### config.mk
export PLATFORM = sky130hd
export DESIGN_NAME = vga_scanout_feeder
export DESIGN_NICKNAME = d
export VERILOG_FILES = /design/src/rtl/vga_scanout_feeder.sv
export SDC_FILE = /design/constraint.sdc
export NUM_CORES = 1
export LEC_CHECK = 0
export BUFFER_PORTS_ARGS = -buffer_cell sky130_fd_sc_hd__buf_2
export CORE_MARGIN = 4
export CORE_UTILIZATION = 60
export CTS_BUF_LIST = sky130_fd_sc_hd__clkbuf_4 sky130_fd_sc_hd__clkbuf_8
export CTS_CLUSTER_SIZE = 28
export DETAILED_ROUTE_END_ITERATION = 8
export PLACE_DENSITY = 0.92
export SYNTH_ARGS = -nofsm -noshare
export SYNTH_HDL_FRONTEND = slang
export SYNTH_SLANG_ARGS = --single-unit
### constraint.sdc
create_clock -name clock -period 3.3 [get_ports clock]
set_input_delay 0.66 -clock clock [delete_from_list [all_inputs] [get_ports clock]]
set_output_delay 0.66 -clock clock [all_outputs]
set_load 0.03 [all_outputs]
### src/rtl/vga_scanout_feeder.sv
// vga_scanout_feeder
//   Pixel source for the VGA frame controller. Streams a 1-bpp bitmap from
//   word-wide video RAM, one bit per data_clock_enable pulse, MSB first.
//   Holds a shift word plus one prefetched word, keeps at most one RAM read
//   in flight, and re-aligns to frame start on every vsync falling edge.
// Ports
//   clock             in   system/pixel clock, posedge
//   reset_n           in   asynchronous active-low reset
//   vsync             in   active-low vsync from the frame controller
//   data_clock_enable in   advance to the next pixel bit
//   data              out  current pixel bit
//   mem_rd            out  one-cycle read strobe
//   mem_addr          out  word address, valid while mem_rd=1
//   mem_rdata         in   read data, valid while mem_valid=1
//   mem_valid         in   read-data strobe (latency >= 1 cycle)
//   underrun          out  sticky: word boundary reached with prefetch empty
module vga_scanout_feeder #(
  parameter int unsigned H_ACTIVE   = 640,
  parameter int unsigned V_ACTIVE   = 480,
  parameter int unsigned WORD_WIDTH = 16,
  parameter int unsigned ADDR_WIDTH = 15
) (
  input  logic                  clock,
  input  logic                  reset_n,
  input  logic                  vsync,
  input  logic                  data_clock_enable,
  output logic                  data,
  output logic                  mem_rd,
  output logic [ADDR_WIDTH-1:0] mem_addr,
  input  logic [WORD_WIDTH-1:0] mem_rdata,
  input  logic                  mem_valid,
  output logic                  underrun
);

  localparam int unsigned CNT_W       = $clog2(WORD_WIDTH);
  localparam int unsigned FRAME_WORDS = H_ACTIVE * V_ACTIVE / WORD_WIDTH;
  // One extra bit so the fetch address can sit at FRAME_WORDS without wrapping.
  localparam logic [ADDR_WIDTH:0] LP_FRAME_WORDS = (ADDR_WIDTH+1)'(FRAME_WORDS);
  localparam logic [CNT_W-1:0]    LP_BIT_LAST    = CNT_W'(WORD_WIDTH - 1);

  typedef enum logic [1:0] {ST_IDLE, ST_PRIME, ST_RUN} state_t;

  state_t                r_state;
  state_t                w_state_next;
  logic                  r_vsync_d;
  logic [WORD_WIDTH-1:0] r_shift;
  logic                  r_shift_valid;
  logic [WORD_WIDTH-1:0] r_prefetch;
  logic                  r_pref_valid;
  logic [CNT_W-1:0]      r_bit_cnt;
  logic [ADDR_WIDTH:0]   r_fetch_addr;
  logic                  r_outstanding;
  logic                  r_drop;
  logic                  r_skip;
  logic                  r_underrun;
  logic                  r_mem_rd;
  logic [ADDR_WIDTH-1:0] r_mem_addr;

  logic w_vsync_start;
  logic w_arrival;
  logic w_accept;
  logic w_shift_en;
  logic w_boundary;
  logic w_frame_done;
  logic w_issue;

  assign w_vsync_start = r_vsync_d & ~vsync;
  assign w_arrival     = mem_valid & r_outstanding;
  // A flagged arrival (stale after resync, or late after underrun) is discarded.
  assign w_accept      = w_arrival & ~r_drop & ~r_skip;
  assign w_shift_en    = data_clock_enable & (r_state == ST_RUN) & r_shift_valid;
  assign w_boundary    = w_shift_en & (r_bit_cnt == LP_BIT_LAST);
  // Every frame word has been requested and received: running dry is not an underrun.
  assign w_frame_done  = (r_fetch_addr >= LP_FRAME_WORDS) & ~r_outstanding;
  assign w_issue       = (r_state != ST_IDLE) & (~r_shift_valid | ~r_pref_valid) &
                         ~r_outstanding & (r_fetch_addr < LP_FRAME_WORDS) & ~w_vsync_start;

  assign data     = (r_state == ST_RUN) & r_shift_valid & r_shift[WORD_WIDTH-1];
  assign mem_rd   = r_mem_rd;
  assign mem_addr = r_mem_addr;
  assign underrun = r_underrun;

  always_ff @(posedge clock or negedge reset_n) begin
    if (!reset_n) r_state <= ST_IDLE;
    else          r_state <= w_state_next;
  end

  always_comb begin
    w_state_next = r_state;
    if (w_vsync_start) begin
      w_state_next = ST_PRIME;
    end else begin
      case (r_state)
        ST_PRIME: if (r_shift_valid && r_pref_valid) w_state_next = ST_RUN;
        default:  ;
      endcase
    end
  end

  always_ff @(posedge clock or negedge reset_n) begin
    if (!reset_n) begin
      r_vsync_d     <= 1'b0;
      r_shift       <= '0;
      r_shift_valid <= 1'b0;
      r_prefetch    <= '0;
      r_pref_valid  <= 1'b0;
      r_bit_cnt     <= '0;
      r_fetch_addr  <= '0;
      r_outstanding <= 1'b0;
      r_drop        <= 1'b0;
      r_skip        <= 1'b0;
      r_underrun    <= 1'b0;
      r_mem_rd      <= 1'b0;
      r_mem_addr    <= '0;
    end else begin
      r_vsync_d <= vsync;
      r_mem_rd  <= 1'b0;
      if (w_vsync_start) begin
        r_shift_valid <= 1'b0;
        r_pref_valid  <= 1'b0;
        r_bit_cnt     <= '0;
        r_fetch_addr  <= '0;
        r_underrun    <= 1'b0;
        r_skip        <= 1'b0;
        // A read still in flight belongs to the old frame; a word landing
        // this very cycle is simply not taken.
        r_drop        <= r_outstanding & ~mem_valid;
        r_outstanding <= r_outstanding & ~mem_valid;
      end else begin
        if (w_arrival) begin
          r_outstanding <= 1'b0;
          if (r_drop)      r_drop <= 1'b0;
          else if (r_skip) r_skip <= 1'b0;
        end

        if (w_boundary) begin
          r_bit_cnt <= '0;
          if (r_pref_valid) begin
            r_shift      <= r_prefetch;
            r_pref_valid <= w_accept;
            if (w_accept) r_prefetch <= mem_rdata;
          end else if (w_accept) begin
            r_shift <= mem_rdata;
          end else if (w_frame_done) begin
            r_shift_valid <= 1'b0;
          end else begin
            // Emit a blank word in place of the missing one and discard the
            // late word when it shows up, so later words stay on their slots.
            // Placed after the arrival clear so a new skip wins.
            r_shift    <= '0;
            r_underrun <= 1'b1;
            r_skip     <= 1'b1;
          end
        end else begin
          if (w_shift_en) begin
            r_shift   <= r_shift << 1;
            r_bit_cnt <= r_bit_cnt + 1'b1;
          end
          if (w_accept) begin
            if (!r_shift_valid) begin
              r_shift       <= mem_rdata;
              r_shift_valid <= 1'b1;
            end else begin
              r_prefetch   <= mem_rdata;
              r_pref_valid <= 1'b1;
            end
          end
        end

        if ((r_state == ST_PRIME) && data_clock_enable) r_underrun <= 1'b1;

        if (w_issue) begin
          r_mem_rd      <= 1'b1;
          r_mem_addr    <= r_fetch_addr[ADDR_WIDTH-1:0];
          r_fetch_addr  <= r_fetch_addr + 1'b1;
          r_outstanding <= 1'b1;
        end
      end
    end
  end

endmodule
== Yosys cells after proc, flatten, opt, wreduce, memory -nomap -nowiden ==
Index checks and enable logic that the tools add are counted.

* Memories kept: 0
* Input bits: 21
* Bits in latches: 0
* RAM bits: 0
* Output and inout bits: 18
* Memory bits (read-only): 0
* Logic and storage cells: 123
* Bits in registers: 77

* Add/subtract/negate cells: 2
* Shifts and indexed selects: 0
* Multiply operators: 0
* Equal/unequal tests: 11
* Reduce and logical (&&, ||, !) cells: 20
* Magnitude comparators: 2
* Multiplexer cells: 50
* Bitwise operators: 24
* Div/mod/pow operators: 0

{| class="wikitable"
|+ Operator list
! kind !! number
|-
| 16-bit 2-to-1 mux || 14
|-
| 1-bit 2-to-1 mux || 30
|-
| 16-bit by 1-bit adder with 16-bit output (second input constant) || 1
|-
| 16-bit by 15-bit greater-or-equal comparator with 1-bit output (second input constant) || 1
|-
| 16-bit by 15-bit less-than comparator with 1-bit output (second input constant) || 1
|-
| 1-bit bitwise AND || 15
|-
| 3-bit nonzero test || 5
|-
| 4-bit 2-to-1 mux || 3
|-
| 4-bit AND reduction || 3
|-
| 2-bit nonzero test || 6
|-
| 3-bit by 2-bit != test with 1-bit output (second input constant) || 3
|-
| 1-bit inverter || 8
|-
| 2-bit AND reduction || 4
|-
| 2-bit 2-to-1 mux || 3
|-
| 3-bit != test (second input constant) || 2
|-
| 4-bit by 1-bit adder with 4-bit output (second input constant) || 1
|-
| 4-bit equality test (second input constant) || 1
|-
| 4-bit != test (second input constant) || 1
|-
| 3-bit by 1-bit != test with 1-bit output (second input constant) || 1
|-
| 2-bit by 1-bit equality test with 1-bit output (second input constant) || 1
|-
| 2-bit equality test (second input constant) || 1
|-
| 1-bit logical AND || 2
|-
| 2-bit != test (second input constant) || 1
|-
| 1-bit bitwise OR || 1
|}

== Depth between registers and ports, before layout ==
Gate-level depths: netlist (run 1).

* Depth after elaboration: 8
* Depth in mapped cells: 6
* Mapped depth without buffers: 5

== Least setup slack after synthesis (run 1) ==
OpenSTA, ideal clock, no wires.

* Kind: input to register
* Start point: input port mem_valid
* End point: register r_prefetch[0]
* Arrival time: 1.825 ns
* Buffers on the path: 1
* Stages: 5
* Slack: 1.350 ns
* Setup time: 0.125 ns
* Required time: 3.175 ns
* Cell sequence: nor4bb_1 > nand3_1 > nor2_2 > buf_6 > mux2_2

* Longest elaborated chain between the ends: 4

{| class="wikitable"
|+ RTL lines
! what !! RTL line !! RTL
|-
| start, declared || 31 || <nowiki>input logic mem_valid,</nowiki>
|-
| 1-bit bitwise AND || 68 || <nowiki>assign w_arrival = mem_valid & r_outstanding;</nowiki>
|-
| 1-bit bitwise AND (2 in series) || 70 || <nowiki>assign w_accept = w_arrival & ~r_drop & ~r_skip;</nowiki>
|-
| 4-bit AND reduction (no source line) || n/a ||
|-
| end signal, assigned || 141 || <nowiki>if (w_accept) r_prefetch <= mem_rdata;</nowiki>
|-
| end signal, assigned || 164 || <nowiki>r_prefetch <= mem_rdata;</nowiki>
|-
| end, declared || 48 || <nowiki>logic [WORD_WIDTH-1:0] r_prefetch;</nowiki>
|}

Every way passes these cells.
A chain may end at the register's enable or synchronous reset.

== Worst setup path after layout (run 1) ==
* Start point: register r_bit_cnt[0]
* End point: register r_shift[11]

* Longest elaborated chain between the ends: 4
* Elaborated cells on any way between the ends: 5
* Those cells by class: 2 x eq/ne; 1 x mux; 1 x bitwise; 1 x reduce/logical

{| class="wikitable"
|+ RTL lines
! what !! RTL line !! RTL
|-
| start, declared || 50 || <nowiki>logic [CNT_W-1:0] r_bit_cnt;</nowiki>
|-
| start signal, assigned || 157 || <nowiki>r_bit_cnt <= r_bit_cnt + 1'b1;</nowiki>
|-
| 4-bit equality test (*) || 72 || <nowiki>assign w_boundary = w_shift_en & (r_bit_cnt == LP_BIT_LAST);</nowiki>
|-
| 1-bit bitwise AND (*) || 72 ||
|-
| 4-bit != test (no source line) || n/a ||
|-
| 2-bit AND reduction (no source line) || n/a ||
|-
| end signal, assigned || 139 || <nowiki>r_shift <= r_prefetch;</nowiki>
|-
| end signal, assigned || 143 || <nowiki>r_shift <= mem_rdata;</nowiki>
|-
| end signal, assigned || 156 || <nowiki>r_shift <= r_shift << 1;</nowiki>
|-
| end, declared || 46 || <nowiki>logic [WORD_WIDTH-1:0] r_shift;</nowiki>
|}

Mark *: on every way between the ends. The rest lies on a longest branch, timed or not.

==> results of run 1 <==
stage by stage:
step                      power (mW)  area [um^2]    util  cells  hold slack (ps)
after floorplan                2.253         4124       -    392            364.4
after global placement         2.472         4349  0.6696    486            482.6
after detailed placement       2.551         4349  0.6696    486            487.3
after CTS                      3.155         4503  0.6933    500            436.6
after global routing           3.360         4503  0.6933    500            443.9
final                          3.163         4503  0.6933    500            446.9
sequential cells by signal, summed over array words and instances, names as in the netlist, 2 cells and up:
name	flops
r_bit_cnt	4
r_prefetch	16
r_state	2
r_fetch_addr	16
r_shift	16
mem_addr	15
Yosys cell counts (2+ instances only):
cell and count:
dfrtp_1 77, or4_1 4, inv_1 9, a31o_2 9, nand2_1 40, o31ai_1 5
ha_1 3, o32a_1 4, nor2b_1 4, a32oi_1 18, nand2b_1 8, or3_1 2
clkbuf_1 18, nor4_1 7, nand3_1 12, buf_2 8, a221oi_1 2, o211ai_1 12
nand4_1 4, o21ai_0 11, nor3_1 2, and2_1 2, mux2i_1 7, a21oi_1 22
a2bb2oi_1 5, or3b_1 2, and3_1 2, a2111oi_0 2, nand3b_1 15, nor2_1 10
mux2_2 42, a31oi_1 3
layout make-up:
| type | count | area (um^2) | share of cell area |
|---|---|---|---|
| multi-input combinational | 278 | 2047 | 0.4546 |
| sequential | 77 | 1927 | 0.4279 |
| timing repair buffer | 45 | 245.2 | 0.05446 |
| clock buffer | 11 | 138.9 | 0.03084 |
| tap | 77 | 96.34 | 0.02139 |
| inverter | 9 | 33.78 | 0.007502 |
| clock inverter | 3 | 15.01 | 0.003334 |
critical path, stage by stage, from the launching register on:
cell and delay [ps]:
dfrtp_1 410, ha_1 480, nand3_1 330, nor2_1 680, a32oi_1 210, mux2_2 310
layer usage:
metal  vias to the layer above  track usage  share of wire
met5                         -            0              0
met4                         0      0.09422          0.022
met3                        32      0.05917          0.064
met2                       156       0.3867           0.50
met1                      1690       0.3124           0.41
li1                       1537            -              -
cell families (layout without fill, tap and decap cells):
| kind of cell | after synthesis | in the layout | share of synthesized area |
|---|---|---|---|
| flops | 77 | 77 | 0.4672 |
| fa+ha+maj | 3 | 3 | 0.009103 |
| compound gates | 100 | 100 | 0.1754 |
| mux | 49 | 49 | 0.1317 |
| xor+xnor | 1 | 1 | 0.002124 |
| simple gates | 125 | 125 | 0.1766 |
| buf+inv | 37 | 68 | 0.03792 |
how the worst max path moves through the flow:
stage,from,endpoint,slack [ps],depth (start not counted)
global route,r_bit_cnt[0],r_shift[2],640,5
detailed placement,vsync,mem_addr[11],790,4
global placement,vsync,mem_addr[13],850,4
CTS,r_bit_cnt[0],r_shift[11],820,5
floorplan,mem_valid,r_prefetch[0],1350,5
finish,r_bit_cnt[0],r_shift[11],770,5
power by group through the flow:
stage	registers, mW	logic, mW	clock network, mW
floorplan	1.42	0.831	0
global placement	1.43	1.04	0
detailed placement	1.45	1.10	0
CTS	1.43	1.11	0.611
global route	1.47	1.24	0.651
finish	1.44	1.12	0.599
==> metrics.cfg, run 1 <==
[status]
outcome = finished clean

[grt]
grt_pass1_wl_um = 16240
first_global_vias = 3414
grt_util_all_layers = 0.2396
grt_overflow = 0
grt_antenna_before_repair = 0
grt_max_degree = 78

[layout]
final_nets = 444
layout_commonest_cell = dfrtp_1
antenna_cells = 0
synthToLayoutAreaGrowth_pct = 9.193
drive_above_1_share = 0.2790
layout_common_cells = dfrtp_1 (77), mux2_2 (42), nand2_1 (40)
fillers = 451

[logic_synthesis]
synthArstFlopShare = 1.000
ys.warnings.count = 0
synth.largest_area_cell = dfrtp_1
synthDistinctLibCells = 53
ys_ff_latch = 77
syn_area_per_cell_um2 = 10.52
synth_top_cell_area_share = 0.4672
syn_nets = 416
yosysSeqAreaShare = 0.4672
synthCells = 392
syn_area_mm2 = 0.004124
synth_ff_type = dfrtp_1
ys_top_cells_by_area = dfrtp_1 (47%), mux2_2 (11%), a32oi_1 (3.8%)
synth_edf_count = 0

[detailed_routing]
routed_wl_um = 9446
vias_per_cell = 6.830
route.detailed.drc = 0
avgRoutedWirePerCell_um = 18.89
first_iter_violations = 268
ant_nets = 0
vias = 3415
first_pass_iters = 6

[floorplanning]
core-area_mm2 = 0.006495
io_pins = 39
die_area_mm2 = 0.008264
die_w_um = 90.91
initial_core_util = 0.6349
die_y_um = 90.91
rows = 29

[timing]
max_clock_freq_ghz = 0.3948
skew_ps = 7.937
period_share = 0.7675
tightest_slew_ps = 1183
drv_slew = 0
rsz0062_at_grt = false
setup_ws_ps = 767.4
finalHoldViolCount = 0
setup_viol = 0
setup-tns-final_ps = 0
period_minus_slack_ps = 2533
slew_headroom = 0.2028

[placement]
numPortBuffers = 38
gp_congestion = 0.8348
place_ws_ps = 789.5
hpwlAfterDp_um = 6241

[critical_path]
worst_ep_arrival_time_ps = 2760
cp-end-kind = register
required_ps = 3530
r2r_end = r_shift[11]
rrSetupSlack_ps = 770
reg2reg_from = r_bit_cnt[0]
reg2reg_depth = 5
crit_path_max_fanout = 14
path_class = reg2reg
worstSetupStartpointType = register

[clock_network]
clock_sinks = 77
numCtsBuffers = 9
htreeDepth = 3
cts_resized = 0
clock_latency_ps = 350
clockRootBuffer = clkbuf_8
cts.clk_slew.worst_paths_ps = 70
cts_setup_buffers = 0
cts_tree = yes
hold_buffers = 0
cts_buffer_depth = 2

[pwr]
ir_drop_v = 0.0003326
pwr-share-clk = 0.189
pwr-share-seq = 0.456
power_frac_comb = 0.355
cellLeakagePower_nw = 1.965
switching_power_mw = 1.160
sw_frac_of_total = 0.3667
p_per_area_mw_per_mm2 = 702.3
p_int_mw = 2.003

[worst_hold_path]
hold_path_class = in2async

[job]
maxCapViolations = 0

Power figures use the tool's default switching activity.
==> run 2: changes to the inputs <==
--- a/config.mk
+++ b/config.mk
@@ -7,11 +7,11 @@
 export LEC_CHECK = 0
 export BUFFER_PORTS_ARGS = -buffer_cell sky130_fd_sc_hd__buf_2
 export CORE_MARGIN = 4
-export CORE_UTILIZATION = 60
+export CORE_UTILIZATION = 56
 export CTS_BUF_LIST = sky130_fd_sc_hd__clkbuf_4 sky130_fd_sc_hd__clkbuf_8
 export CTS_CLUSTER_SIZE = 28
 export DETAILED_ROUTE_END_ITERATION = 8
-export PLACE_DENSITY = 0.92
+export PLACE_DENSITY = 0.9
 export SYNTH_ARGS = -nofsm -noshare
 export SYNTH_HDL_FRONTEND = slang
 export SYNTH_SLANG_ARGS = --single-unit
==> constraint.sdc (replaced) <==
create_clock -name clock -period 2.1 [get_ports clock]
set_input_delay 0.42 -clock clock [delete_from_list [all_inputs] [get_ports clock]]
set_output_delay 0.42 -clock clock [all_outputs]
set_load 0.03 [all_outputs]
==> run 2 against run 1 <==
Hold slack worse by 430 ps; via count is 4.1% higher; combinational power grew 76%; critical path depth rose by 1; final cell count is 8.8% higher; critical path type unchanged; critical endpoint is now r_shift[14].
==> metrics.cfg, run 2 (synthesized netlist as in run 1, its figures left out) <==
[layout]
fillers = 547
drive_above_1_share = 0.3169
finalNonFillerCells = 544
layout_commonest_cell = dfrtp_1
final_nets = 464
antenna_cells = 0
synthToLayoutAreaGrowth_pct = 16.23
top_regs = r_fetch_addr x16, r_prefetch x16, r_shift x16
layout_common_cells = dfrtp_1 (77), mux2_2 (42), nand2_1 (40)
finalInstanceArea_mm2 = 0.004793
utilization = 0.6644

[detailed_routing]
vias = 3554
first_pass_iters = 7
avgRoutedWirePerCell_um = 18.83
ant_nets = 0
routed_wl_um = 10240
route.detailed.drc = 0
vias_per_cell = 6.533
first_iter_violations = 364

[timing]
period_minus_slack_ps = 1994
setup_viol = 0
finalHoldViolCount = 0
slew_headroom = 0.5570
holdWs_ps = 12.78
drv_slew = 0
max_clock_freq_ghz = 0.5016
tightest_slew_ps = 664.6
period_share = 0.9494
skew_ps = 9.041

[pwr]
ir_drop_v = 0.0004568
p_per_area_mw_per_mm2 = 1127
cellLeakagePower_nw = 2.098

[critical_path]
crit_start = r_bit_cnt[0]
worst_ep_arrival_time_ps = 2220
worstSetupStartpointType = register
path_class = reg2reg
required_ps = 2330
cp-end-kind = register
crit_path_max_fanout = 7
reg2reg_from = r_bit_cnt[0]

[clock_network]
numCtsBuffers = 9
cts.clk_slew.worst_paths_ps = 80
cts_tree = yes
clock_sinks = 77
clockRootBuffer = clkbuf_8
htreeDepth = 3
clock_latency_ps = 350
cts_buffer_depth = 2

[job]
maxCapViolations = 0

[floorplanning]
die_y_um = 93.82
core-area_mm2 = 0.007214
die_w_um = 93.82
io_pins = 39
die_area_mm2 = 0.008801
initial_core_util = 0.5716
rows = 31

[grt]
grt_util_all_layers = 0.2387
grt_overflow = 0
met3_usage = 0.04647
grt_max_degree = 38
first_global_vias = 3502
met2_usage = 0.3690
busiest_layer = met2
grt_antenna_before_repair = 0
grt_use_met1 = 0.3312
grt_pass1_wl_um = 16770

[worst_hold_path]
hold_path_class = in2async

[placement]
numPortBuffers = 38
gp_congestion = 0.8786
placed_area_mm2 = 0.004564
dpl.cell_count = 528
hpwlAfterDp_um = 6725

[status]
outcome = finished clean

-- run 2: metrics by stage --
stage	TNS, ps	total power, mW	setup WS [ps]
6_report	0	5.404	106.4
2_1_floorplan	0	3.540	289.6
4_1_cts	0	5.368	147.7
5_1_grt	-111.8	5.699	-18.35
3_3_place_gp	0	4.057	204.7
3_5_place_dp	0	4.174	162.8
-- run 2: cell type report --
type                            instances  area (um^2)  area share
Sequential cell                        77         1927      0.4020
Tap cell                               99        123.9     0.02584
Clock buffer                           13        172.7     0.03602
Clock inverter                          3        42.54    0.008875
Multi-Input combinational cell        278         2061      0.4299
Inverter                                9        33.78    0.007048
Timing Repair Buffer                   65        432.9     0.09032
-- run 2: what timing repair did --
action                                  in CTS  in global routing
hold buffers                                 0                  0
buffers inserted                             0                  0
endpoints found under the setup margin       0                  1
resized for setup                            0                  2
-- run 2: worst paths after layout --
| kind | endpoint | slack (ps) | cells past startpoint |
|---|---|---|---|
| worst max-delay path | r_shift[14] | 110 | 6 |
| worst min-delay path | r_prefetch[4] | 10 | 1 |
| worst max register to register | r_shift[14] | 110 | 6 |
| worst min register to register | mem_addr[3] | 500 | 1 |
| max in group asynchronous | mem_addr[1] | 1480 | 2 |
| min in group clock | r_vsync_d | 200 | 1 |
-- run 2: per-layer routing --
metal  wire (um)  up-vias  share of wire
li1            -     1573              -
met1        4306     1767           0.42
met2        5025      184           0.49
met3         637       30          0.062
met4         274        0          0.027
met5           0        -              0
-- run 2: where the power goes --
part / internal [mW] / leakage [nW] / total [mW] / switching (mW)
logic: 0.942 / 0.994 / 1.97 / 1.03
clock network: 0.658 / 0.109 / 1.19 / 0.537
registers: 1.90 / 0.995 / 2.24 / 0.340
-- run 2: critical path, stage by stage, from the launching register on --
cell and delay, ps:
dfrtp_1 420, ha_1 290, nand2_1 130, nor4b_4 460
a221oi_1 200, buf_4 200, o32a_1 170
==> run 3: changes to the inputs <==
--- a/config.mk
+++ b/config.mk
@@ -7,11 +7,10 @@
 export LEC_CHECK = 0
 export BUFFER_PORTS_ARGS = -buffer_cell sky130_fd_sc_hd__buf_2
 export CORE_MARGIN = 4
-export CORE_UTILIZATION = 56
-export CTS_BUF_LIST = sky130_fd_sc_hd__clkbuf_4 sky130_fd_sc_hd__clkbuf_8
+export CORE_UTILIZATION = 54
 export CTS_CLUSTER_SIZE = 28
 export DETAILED_ROUTE_END_ITERATION = 8
-export PLACE_DENSITY = 0.9
+export PLACE_DENSITY = 0.88
 export SYNTH_ARGS = -nofsm -noshare
 export SYNTH_HDL_FRONTEND = slang
 export SYNTH_SLANG_ARGS = --single-unit
==> run 3 against run 2 <==
Via count is 3.0% lower; clock power down 8%; register-to-register slack barely moved; wire length fell by 5.3%; clock-buffer cell count fell by 2; final cell count fell by 0.92%; sequential power about the same; critical endpoint is now r_fetch_addr[5]; largest cell class unchanged.
==> metrics.cfg, run 3 (synthesized netlist as in run 1, its figures left out) <==
[status]
outcome = finished clean

[pwr]
power_frac_comb = 0.362
p_total_mw = 5.205
cellLeakagePower_nw = 2.064
pwr-share-clk = 0.211
pwr-share-seq = 0.428
p_int_mw = 3.380
ir_drop_v = 0.0006398
sw_frac_of_total = 0.3507
p_per_area_mw_per_mm2 = 1097
switching_power_mw = 1.826

[grt]
grt_antenna_before_repair = 0
grt_util_all_layers = 0.2300
grt_pass1_wl_um = 16370
grt_overflow = 0
first_global_vias = 3466
grt_max_degree = 48

[clock_network]
clockRootBuffer = clkbuf_8
cts_tree = yes
clock_sinks = 77
cts.clk_slew.worst_paths_ps = 70
clock_latency_ps = 340
hold_buffers = 0
cts_buffer_depth = 2
htreeDepth = 3
numCtsBuffers = 9

[critical_path]
path_class = reg2reg
crit_path_max_fanout = 20
cp-end-kind = register
worst_ep_arrival_time_ps = 2270
crit_start = r_fetch_addr[12]
reg2reg_depth = 5
reg2reg_from = r_fetch_addr[12]
required_ps = 2370
worstSetupStartpointType = register
rrSetupSlack_ps = 100

[placement]
numPortBuffers = 38
dpl.cell_count = 525
gp_congestion = 0.8140
hpwlAfterDp_um = 6544

[floorplanning]
initial_core_util = 0.5626
die_y_um = 95.39
die_area_mm2 = 0.009099
io_pins = 39
rows = 31
core-area_mm2 = 0.007331
die_w_um = 95.39

[layout]
multi_input_area_mm2 = 0.002067
layout_common_cells = dfrtp_1 (77), mux2_2 (42), nand2_1 (40)
drive_above_1_share = 0.3159
synthToLayoutAreaGrowth_pct = 15.02
layout_commonest_cell = dfrtp_1
seqCellArea_mm2 = 0.001927
fillers = 558
antenna_cells = 0
finalNonFillerCells = 539
utilization = 0.6470
final_nets = 462
top_regs = r_fetch_addr x16, r_prefetch x16, r_shift x16

[timing]
period_share = 0.9537
max_clock_freq_ghz = 0.4993
drv_slew = 0
holdWs_ps = 3.885
skew_ps = 10.08
tightest_slew_ps = 782.0
finalHoldViolCount = 0
slew_headroom = 0.4752
setup_viol = 0
period_minus_slack_ps = 2003

[job]
maxCapViolations = 0

[detailed_routing]
vias_per_cell = 6.399
routed_wl_um = 9706
first_pass_iters = 5
vias = 3449
ant_nets = 0
avgRoutedWirePerCell_um = 18.01
first_iter_violations = 378
route.detailed.drc = 0

[worst_hold_path]
hold_path_class = in2async

[run 3: cell count changes in the layout (fill, tap and decap cells not counted), sizes merged]
cell	before	now
buf	65	63
clkbuf	13	11
clkinvlp	1	0
[run 3: what timing repair did]
action | in CTS | in global routing
resized for setup | 0 | 5
buffers inserted | 0 | 1
setup endpoints to repair | 0 | 8
[run 3: path summary, 6_finish.rpt]
check / endpoint
min: mem_addr[11]
min reg2reg: mem_addr[13]
min in group clock: r_vsync_d
max in group asynchronous: r_bit_cnt[2]
max: r_fetch_addr[5]
max reg2reg: r_fetch_addr[5]
[run 3: through the flow]
step / instance area (um^2) / setup WS [ps] / TNS, ps
detailed placement: 4529 / 135.8 / 0
global route: 4743 / -15.90 / -30.13
global placement: 4529 / 183.7 / 0
finish: 4743 / 97.25 / 0
CTS: 4716 / 117.5 / 0
floorplan: 4124 / 289.6 / 0
[run 3: critical path, stage by stage (launching register included)]
cell and delay, ps:
dfrtp_1 470, nor4_2 410, a22oi_1 150, buf_4 220
or4_1 520, a21oi_1 160
[run 3: per-layer routing]
metal,part of all wire,track usage
met4,0.021,0.1007
met1,0.44,0.3189
met3,0.051,0.03078
met2,0.49,0.3627
met5,0,0
[run 3: final cells by class]
| type | count | area share |
|---|---|---|
| Inverter | 9 | 0.007122 |
| Multi-Input combinational cell | 278 | 0.4358 |
| Timing Repair Buffer | 63 | 0.08547 |
| Clock buffer | 11 | 0.03192 |
| Clock inverter | 2 | 0.007386 |
| Sequential cell | 77 | 0.4062 |
| Tap cell | 99 | 0.02611 |
[run 3: power groups by stage]
stage	registers (mW)	clock network, mW	logic, mW
after global placement	2.21	0	1.78
after floorplan	2.23	0	1.31
after detailed placement	2.23	0	1.87
after global routing	2.27	1.18	2.07
after CTS	2.21	1.12	1.88
final	2.23	1.10	1.88
